==> config.mk <==
export PLATFORM = sky130hd
export DESIGN_NAME = serial_sub_seq
export DESIGN_NICKNAME = d
export VERILOG_FILES = /design/src/rtl/serial_sub_seq.sv
export SDC_FILE = /design/constraint.sdc
export NUM_CORES = 1
export LEC_CHECK = 0
export CAP_MARGIN = 10
export CORE_UTILIZATION = 49
export DETAILED_ROUTE_END_ITERATION = 6
export GPL_ROUTABILITY_DRIVEN = 0
export HOLD_SLACK_MARGIN = 0.12
export PLACE_DENSITY = 0.78
export RECOVER_POWER = 100
export SYNTH_ARGS = -nofsm -noshare
export SYNTH_HDL_FRONTEND = slang
export SYNTH_SLANG_ARGS = --single-unit
==> constraint.sdc <==
create_clock -name clk -period 1.9 [get_ports clk]
set_input_delay 0.38 -clock clk [delete_from_list [all_inputs] [get_ports clk]]
set_output_delay 0.38 -clock clk [all_outputs]
set_load 0.01 [all_outputs]
==> src/rtl/serial_sub_seq.sv <==
// Bit-serial subtractor: computes a - b - bin one bit per clock, LSB first,
// reusing a single full-subtractor cell with the borrow held in a flop.
//
// Handshake: start is sampled only when the block is IDLE or DONE. A sampled
// start captures a/b/bin and moves to RUN, where busy is high for exactly
// WIDTH cycles. DONE follows for exactly one cycle with done high. diff/bout
// are valid from that cycle on and hold until the next accepted operation
// starts shifting.

// One-bit full-subtractor cell: d = x - y - c, bo = borrow out.
module serial_sub_cell (
  input  logic x,
  input  logic y,
  input  logic c,
  output logic d,
  output logic bo
);
  assign d  = x ^ y ^ c;
  assign bo = (~x & y) | (~(x ^ y) & c);
endmodule

module serial_sub_seq #(
  parameter int WIDTH = 8
) (
  input  logic             clk,
  input  logic             rst,
  input  logic             start,
  input  logic [WIDTH-1:0] a,
  input  logic [WIDTH-1:0] b,
  input  logic             bin,
  output logic             busy,
  output logic             done,
  output logic [WIDTH-1:0] diff,
  output logic             bout,
  output logic [1:0]       state_dbg
);

  // A 1-bit counter is kept for WIDTH=1 so the compare stays well-formed.
  localparam int CW = (WIDTH > 1) ? $clog2(WIDTH) : 1;

  typedef enum logic [1:0] {
    IDLE = 2'd0,
    RUN  = 2'd1,
    DONE = 2'd2
  } state_t;

  state_t          state;
  state_t          state_next;
  logic            accept;
  logic            last;
  logic [WIDTH-1:0] a_sh;
  logic [WIDTH-1:0] b_sh;
  logic            borrow;
  logic [CW-1:0]   cnt;
  logic            cell_d;
  logic            cell_bo;
  logic [WIDTH-1:0] diff_shift;

  serial_sub_cell u_cell (
    .x  (a_sh[0]),
    .y  (b_sh[0]),
    .c  (borrow),
    .d  (cell_d),
    .bo (cell_bo)
  );

  // New result bit enters from the MSB side so the LSB ends up at diff[0].
  generate
    if (WIDTH == 1) begin : g_w1
      assign diff_shift = cell_d;
    end else begin : g_wn
      assign diff_shift = {cell_d, diff[WIDTH-1:1]};
    end
  endgenerate

  // State register; reset discards any operation in flight.
  always_ff @(posedge clk or posedge rst) begin
    if (rst) state <= IDLE;
    else     state <= state_next;
  end

  // Next-state logic plus accept/last strobes for the datapath.
  always_comb begin
    state_next = state;
    accept     = 1'b0;
    last       = 1'b0;
    case (state)
      IDLE: begin
        if (start) begin
          accept     = 1'b1;
          state_next = RUN;
        end
      end
      RUN: begin
        if (cnt == CW'(WIDTH - 1)) begin
          last       = 1'b1;
          state_next = DONE;
        end
      end
      DONE: begin
        if (start) begin
          accept     = 1'b1;
          state_next = RUN;
        end else begin
          state_next = IDLE;
        end
      end
      default: state_next = IDLE;
    endcase
  end

  // Operand capture and per-bit shift; bout is only written on the last bit.
  always_ff @(posedge clk or posedge rst) begin
    if (rst) begin
      a_sh   <= '0;
      b_sh   <= '0;
      borrow <= 1'b0;
      cnt    <= '0;
      diff   <= '0;
      bout   <= 1'b0;
    end else if (accept) begin
      a_sh   <= a;
      b_sh   <= b;
      borrow <= bin;
      cnt    <= '0;
    end else if (state == RUN) begin
      diff   <= diff_shift;
      borrow <= cell_bo;
      a_sh   <= a_sh >> 1;
      b_sh   <= b_sh >> 1;
      cnt    <= cnt + CW'(1);
      if (last) bout <= cell_bo;
    end
  end

  // Handshake outputs are pure state decodes, so they cannot glitch.
  assign busy      = (state == RUN);
  assign done      = (state == DONE);
  assign state_dbg = state;

endmodule

==> flow_summary_export.csv, run 1 <==
group,metric,value,unit
run_status,status,"completed",
hold_path,hold_class,"flip-flop to flip-flop",
sta,clock_skew,3.17,ps
clock_network,cts_tree,"yes",
die,die_area,3150,um^2
finish,syn_to_final_growth,24.0,%
clock_network,cts_buffers,5,
sta,finalHoldViolations,0,
sta,max_freq,564,MHz
sta,worstMarginPinSlew,746,ps
sta,setup_violations,0,
run,maxCapViolations,0,
setup_path,crit_fanout,4,
synthesis,ys_types,25,
finish,num_antenna_cells,0,
global_route,grtUsageTotal,19.6,%
die,die_w,56.1,um
finish,final_cells,204,
place,port_buffers,32,
global_route,grt_pass1_vias,1099,
pwr,finalPower,2.86,mW
clock_network,clk_latency,320,ps
routing,top_layer,"met4",
clock_network,htree_levels,2,
die,rows,19,
synthesis,synthesis.instances,135,
finish,nNetsFinal,195,
global_route,grt_pass1_wl,4.74,mm
die,fp.coreArea,2760,um^2
synthesis,syn_avg_cell_area,10.6,um^2
pwr,ir_drop,1.21,mV
die,die_y,56.1,um
die,start_util,52.0,%
pwr,p_per_area,1610,nW/um^2
synthesis,ys_warn_count,0,
place,placed_cell_area,1770,um^2
routing,wl_met2,1.31,mm
sta,tns,0,ps
finish,final_layout_size_suffix_gt1_share,10.4,%
sta,fin_crit_sh,93.3,%
clock_network,clk_pin_slew,90,ps
finish,design_area,1780,um^2
synthesis,seq_area_frac_synth,54.1,%
sta,period_needed,1770,ps
place,post-place-ws,281,ps
routing,wirelength,2.69,mm
clock_network,clk_path_buf_depth,2,
sta,report.final.slew_viol_count,0,
routing,met3_length,112,um
routing,drt-initial-drc-count,20,
sta,rsz0062_at_grt,"no",
clock_network,cts-root-buf,"clkbuf_4",
routing,post_drt_wl_per_cell,13.2,um
synthesis,synthesis.area,1430,um^2
sta,maxSlewHeadroom,50.3,%
routing,ant_nets,0,
setup_path,crit_required,1520,ps
routing,first_pass_iters,4,
global_route,grt.overflow.total,0,
global_route,antenna_found_initial,0,
synthesis,syn-num-nets,158,
routing,drc,0,
synthesis,synth-seq-cells,31,
setup_path,start_kind,"flip-flop",
routing,avgViaCountPerCell,5.30,
sta,setup_ws,127,ps
global_route,grt_max_degree,32,
clock_network,cts_sinks,31,
setup_path,end_kind,"primary output",
die,io_pins,33,
place,placed_cells,195,
place,dpl.hpwl,1.90,mm
pwr,p_leak,0.810,nW
setup_path,crit_type,"flip-flop to primary output",
setup_path,cp.arrival,1390,ps
routing,met1Wirelength,1.22,mm
routing,dr_total_vias,1081,
[sequential cells by signal, indices dropped and copies added (netlist names)]
name and cells:
a_sh 8, b_sh 8, borrow 1, bout 1, cnt 3, diff 8, state_dbg 2
[layout make-up]
cell class                 count  area [um^2]
inverter                       4         16.3
clock buffer                   8         68.8
tap                           31         38.8
multi-input combinational     91          498
sequential                    31          776
timing repair buffer          39          380
fill                         256          980
[per-stage QoR]
step	utilization, %	hold WS, ps
after floorplan	-	466
after global placement	64.0	459
after detailed placement	64.0	478
after CTS	66.8	446
after global routing	64.5	517
final	64.5	481
[power by group]
part / internal (mW) / leakage (nW) / switching, mW
Sequential: 0.973 / 0.378 / 0.182
Clock: 0.218 / 0.0386 / 0.210
Combinational: 0.620 / 0.393 / 0.660
Total: 1.81 / 0.810 / 1.05
[timing repair]
action,4_1_cts,5_1_grt
endpoints found under the setup margin,1,1
hold buffers,0,0
setup buffers,1,0
resized for setup,0,1
[synthesized netlist by cell type (all sizes together)]
cell	number	area (um^2)
a211oi	1	7.51
nand2	25	93.8
o22ai	13	81.3
nor2	14	52.6
o21ai	3	15.0
mux2	2	22.5
a21oi	4	20.0
mux2i	1	10.0
a22oi	1	7.51
buf	9	85.1
nor2b	2	12.5
and2	1	8.76
ha	2	25.0
a22o	3	26.3
nand3	3	15.0
nand2b	2	12.5
nor3	12	115
inv	4	17.5
dfrtp	31	776
and2b	1	10.0
fa	1	20.0
[per-layer routing]
layer / global-route usage, % / vias up
met5: 0 / -
met1: 24.3 / 506
met3: 4.19 / 8
met2: 33.0 / 25
li1: - / 542
met4: 8.36 / 0
[cells by family (layout without fill, tap and decap cells)]
group | count (synthesis) | in the layout | synth area share (%)
AO/OA/AOI/OAI | 25 | 25 | 11.0
adder cells (fa/ha/maj) | 3 | 3 | 3.14
buffers and inverters | 13 | 51 | 7.16
flip-flops | 31 | 31 | 54.1
multiplexers | 3 | 3 | 2.27
AND/OR/NAND/NOR | 60 | 60 | 22.3
[worst max-delay path: stages (launching register included)]
cell	delay (ps)
dfrtp_1	420
nor2b_1	110
clkdlybuf4s50_1	540
[worst paths after layout]
check | start | slack [ps] | endpoint | cells past startpoint
setup reg to reg | state_dbg[1]$_DFFE_PP0P_ | 350 | a_sh[7]$_DFFE_PP0P_ | 5
hold / removal | diff[0]$_DFFE_PP0P_ | 480 | diff[0]$_DFFE_PP0P_ | 2
min in group asynchronous | rst | 710 | b_sh[4]$_DFFE_PP0P_ | 3
setup / recovery | state_dbg[0]$_DFFE_PP0P_ | 130 | done | 2
hold reg to reg | diff[0]$_DFFE_PP0P_ | 480 | diff[0]$_DFFE_PP0P_ | 2
max in group asynchronous | rst | 720 | diff[6]$_DFFE_PP0P_ | 3
[cells in the final DEF, fill, tap and decap left out, types with 2 or more instances in the layout]
master           synthesis  layout
o22ai_1                 13      13
inv_1                    3       3
nand3_1                  3       3
nor2b_1                  2       2
buf_4                    1       4
clkdlybuf4s50_1          0      19
a22o_1                   3       3
o21ai_0                  3       3
clkbuf_4                 0       5
ha_1                     2       2
nand2b_1                 2       2
mux2_2                   2       2
clkbuf_2                 0       2
dlygate4sd3_1            0      12
nor2_1                  14      14
a21oi_1                  4       4
nand2_1                 25      25
dfrtp_1                 31      31
clkbuf_8                 0       2
nor3_1                   1      12
(Power assumes the default switching activity.)
==> run 2: changes to the inputs <==
--- a/config.mk
+++ b/config.mk
@@ -12,6 +12,8 @@
 export HOLD_SLACK_MARGIN = 0.12
 export PLACE_DENSITY = 0.78
 export RECOVER_POWER = 100
+export REMOVE_ABC_BUFFERS = 1
+export SLEW_MARGIN = 25
 export SYNTH_ARGS = -nofsm -noshare
 export SYNTH_HDL_FRONTEND = slang
 export SYNTH_SLANG_ARGS = --single-unit
==> flow_summary_export.csv, run 2 (synthesized netlist as in run 1, its figures left out) <==
group,metric,value,unit
global_route,grt_pass1_wl,4.97,mm
global_route,antenna_found_initial,0,
finish,top_regs,"a_sh x8, b_sh x8, diff x8",
clock_network,clk_pin_slew,100,ps
setup_path,worstReg2RegEnd,"cnt[1]$_DFFE_PP0P_",
pwr,p_per_area,1680,nW/um^2
setup_path,r2r_slack,260,ps
die,die_area,3150,um^2
finish,fill_cells,244,
clock_network,clk_latency,340,ps
global_route,grt_use_met3,8.14,%
die,fp.coreArea,2760,um^2
routing,dr_total_vias,1103,
setup_path,crit_required,1520,ps
finish,final_common_cell,"dfrtp_1",
routing,wirelength,2.85,mm
sta,rsz0062_at_grt,"no",
setup_path,end_kind,"primary output",
finish,num_antenna_cells,0,
sta,worstMarginPinSlew,768,ps
sta,max_freq,562,MHz
setup_path,rr_worst_depth,5,
sta,period_needed,1780,ps
global_route,grt_pass1_vias,1109,
clock_network,cts_buffers,5,
clock_network,cts_sinks,31,
clock_network,cts_tree,"yes",
setup_path,worstSetupStartpoint,"state_dbg[1]$_DFFE_PP0P_",
finish,multi_input_area,553,um^2
sta,fin_crit_sh,93.7,%
clock_network,clk_path_buf_depth,2,
routing,ant_nets,0,
sta,clock_skew,5.01,ps
finish,final_layout_size_suffix_gt1_share,16.3,%
setup_path,cp.arrival,1400,ps
global_route,busiest_layer,"met2",
setup_path,endpoint,"state_dbg[1]",
global_route,gr-usage-met1,27.5,%
sta,finalHoldViolations,0,
sta,tns,0,ps
sta,setup_violations,0,
routing,drt-initial-drc-count,19,
pwr,p_leak,0.813,nW
setup_path,crit_type,"flip-flop to primary output",
place,dpl.hpwl,1.89,mm
run,maxCapViolations,0,
clock_network,cts-root-buf,"clkbuf_4",
setup_path,crit_fanout,5,
hold_path,hp-start,"diff[0]$_DFFE_PP0P_",
hold_path,hold_class,"flip-flop to flip-flop",
routing,first_pass_iters,4,
global_route,grtUsageTotal,20.9,%
global_route,grt_max_degree,32,
clock_network,cts_setup_buffers,0,
routing,post_drt_wl_per_cell,14.0,um
finish,nNetsFinal,194,
place,port_buffers,32,
global_route,use_met2,32.0,%
routing,avgViaCountPerCell,5.43,
pwr,ir_drop,1.16,mV
run_status,status,"completed",
die,die_y,56.1,um
finish,regArea,776,um^2
die,start_util,52.0,%
finish,syn_to_final_growth,26.7,%
setup_path,start_kind,"flip-flop",
sta,holdWs,488,ps
clock_network,htree_levels,2,
sta,report.final.slew_viol_count,0,
die,rows,19,
setup_path,r2r-start,"state_dbg[1]$_DFFE_PP0P_",
sta,maxSlewHeadroom,48.8,%
routing,drc,0,
die,io_pins,33,
die,die_w,56.1,um
finish,layout_common_cells,"31 x dfrtp_1, 25 x nand2_1, 18 x clkdlybuf4s50_1, 14 x nor2_1, 13 x o22ai_1",
global_route,grt.overflow.total,0,
==> run 2: area by class of cell <==
cell class	count	share of cell area [%]
sequential	31	42.7
multi-input combinational	91	30.4
timing repair buffer	38	19.1
clock buffer	6	2.82
tap	31	2.13
clock inverter	2	1.93
inverter	4	0.895
==> run 2: how the worst min path moves through the flow <==
stage / to / slack, ps / cells after the start
3_5_place_dp: diff[0]$_DFFE_PP0P_ / 480 / 2
6_report: diff[0]$_DFFE_PP0P_ / 490 / 2
5_1_grt: diff[0]$_DFFE_PP0P_ / 520 / 2
3_3_place_gp: diff[0]$_DFFE_PP0P_ / 460 / 2
2_1_floorplan: a_sh[7]$_DFFE_PP0P_ / 470 / 1
4_1_cts: diff[2]$_DFFE_PP0P_ / 430 / 3
==> run 2: power breakdown <==
part / leakage (nW) / switching, mW / internal [mW] / total [mW]
registers: 0.378 / 0.209 / 0.974 / 1.18
clock network: 0.0482 / 0.239 / 0.311 / 0.549
logic: 0.387 / 0.698 / 0.618 / 1.32
total: 0.813 / 1.15 / 1.90 / 3.05
==> run 2: worst max-delay path, cell delays in order (launching register included) <==
cell	delay, ps
dfrtp_1	350
clkbuf_2	160
clkdlybuf4s50_1	550
==> run 2: timing repair <==
item | 4_1_cts | 5_1_grt
hold buffers | 0 | 0
setup endpoints to repair | 1 | 1
gates resized for setup | 1 | 1
==> run 2: per-stage QoR <==
stage	worst slack (ps)	total power, mW	cell area, um^2	util [%]	std cells
after CTS	5.76	3.14	1840	66.7	203
after detailed placement	151	2.60	1750	63.6	195
final	120	3.05	1820	65.9	203
after floorplan	179	2.04	1350	-	126
after global placement	196	2.53	1750	63.6	195
after global routing	49.3	3.29	1820	65.9	203
==> run 2: layer usage <==
layer  vias up  share of wire (%)
li1        537                  -
met1       522                 46
met2        39                 46
met3         5                6.6
met4         0                1.5
met5         -                  0
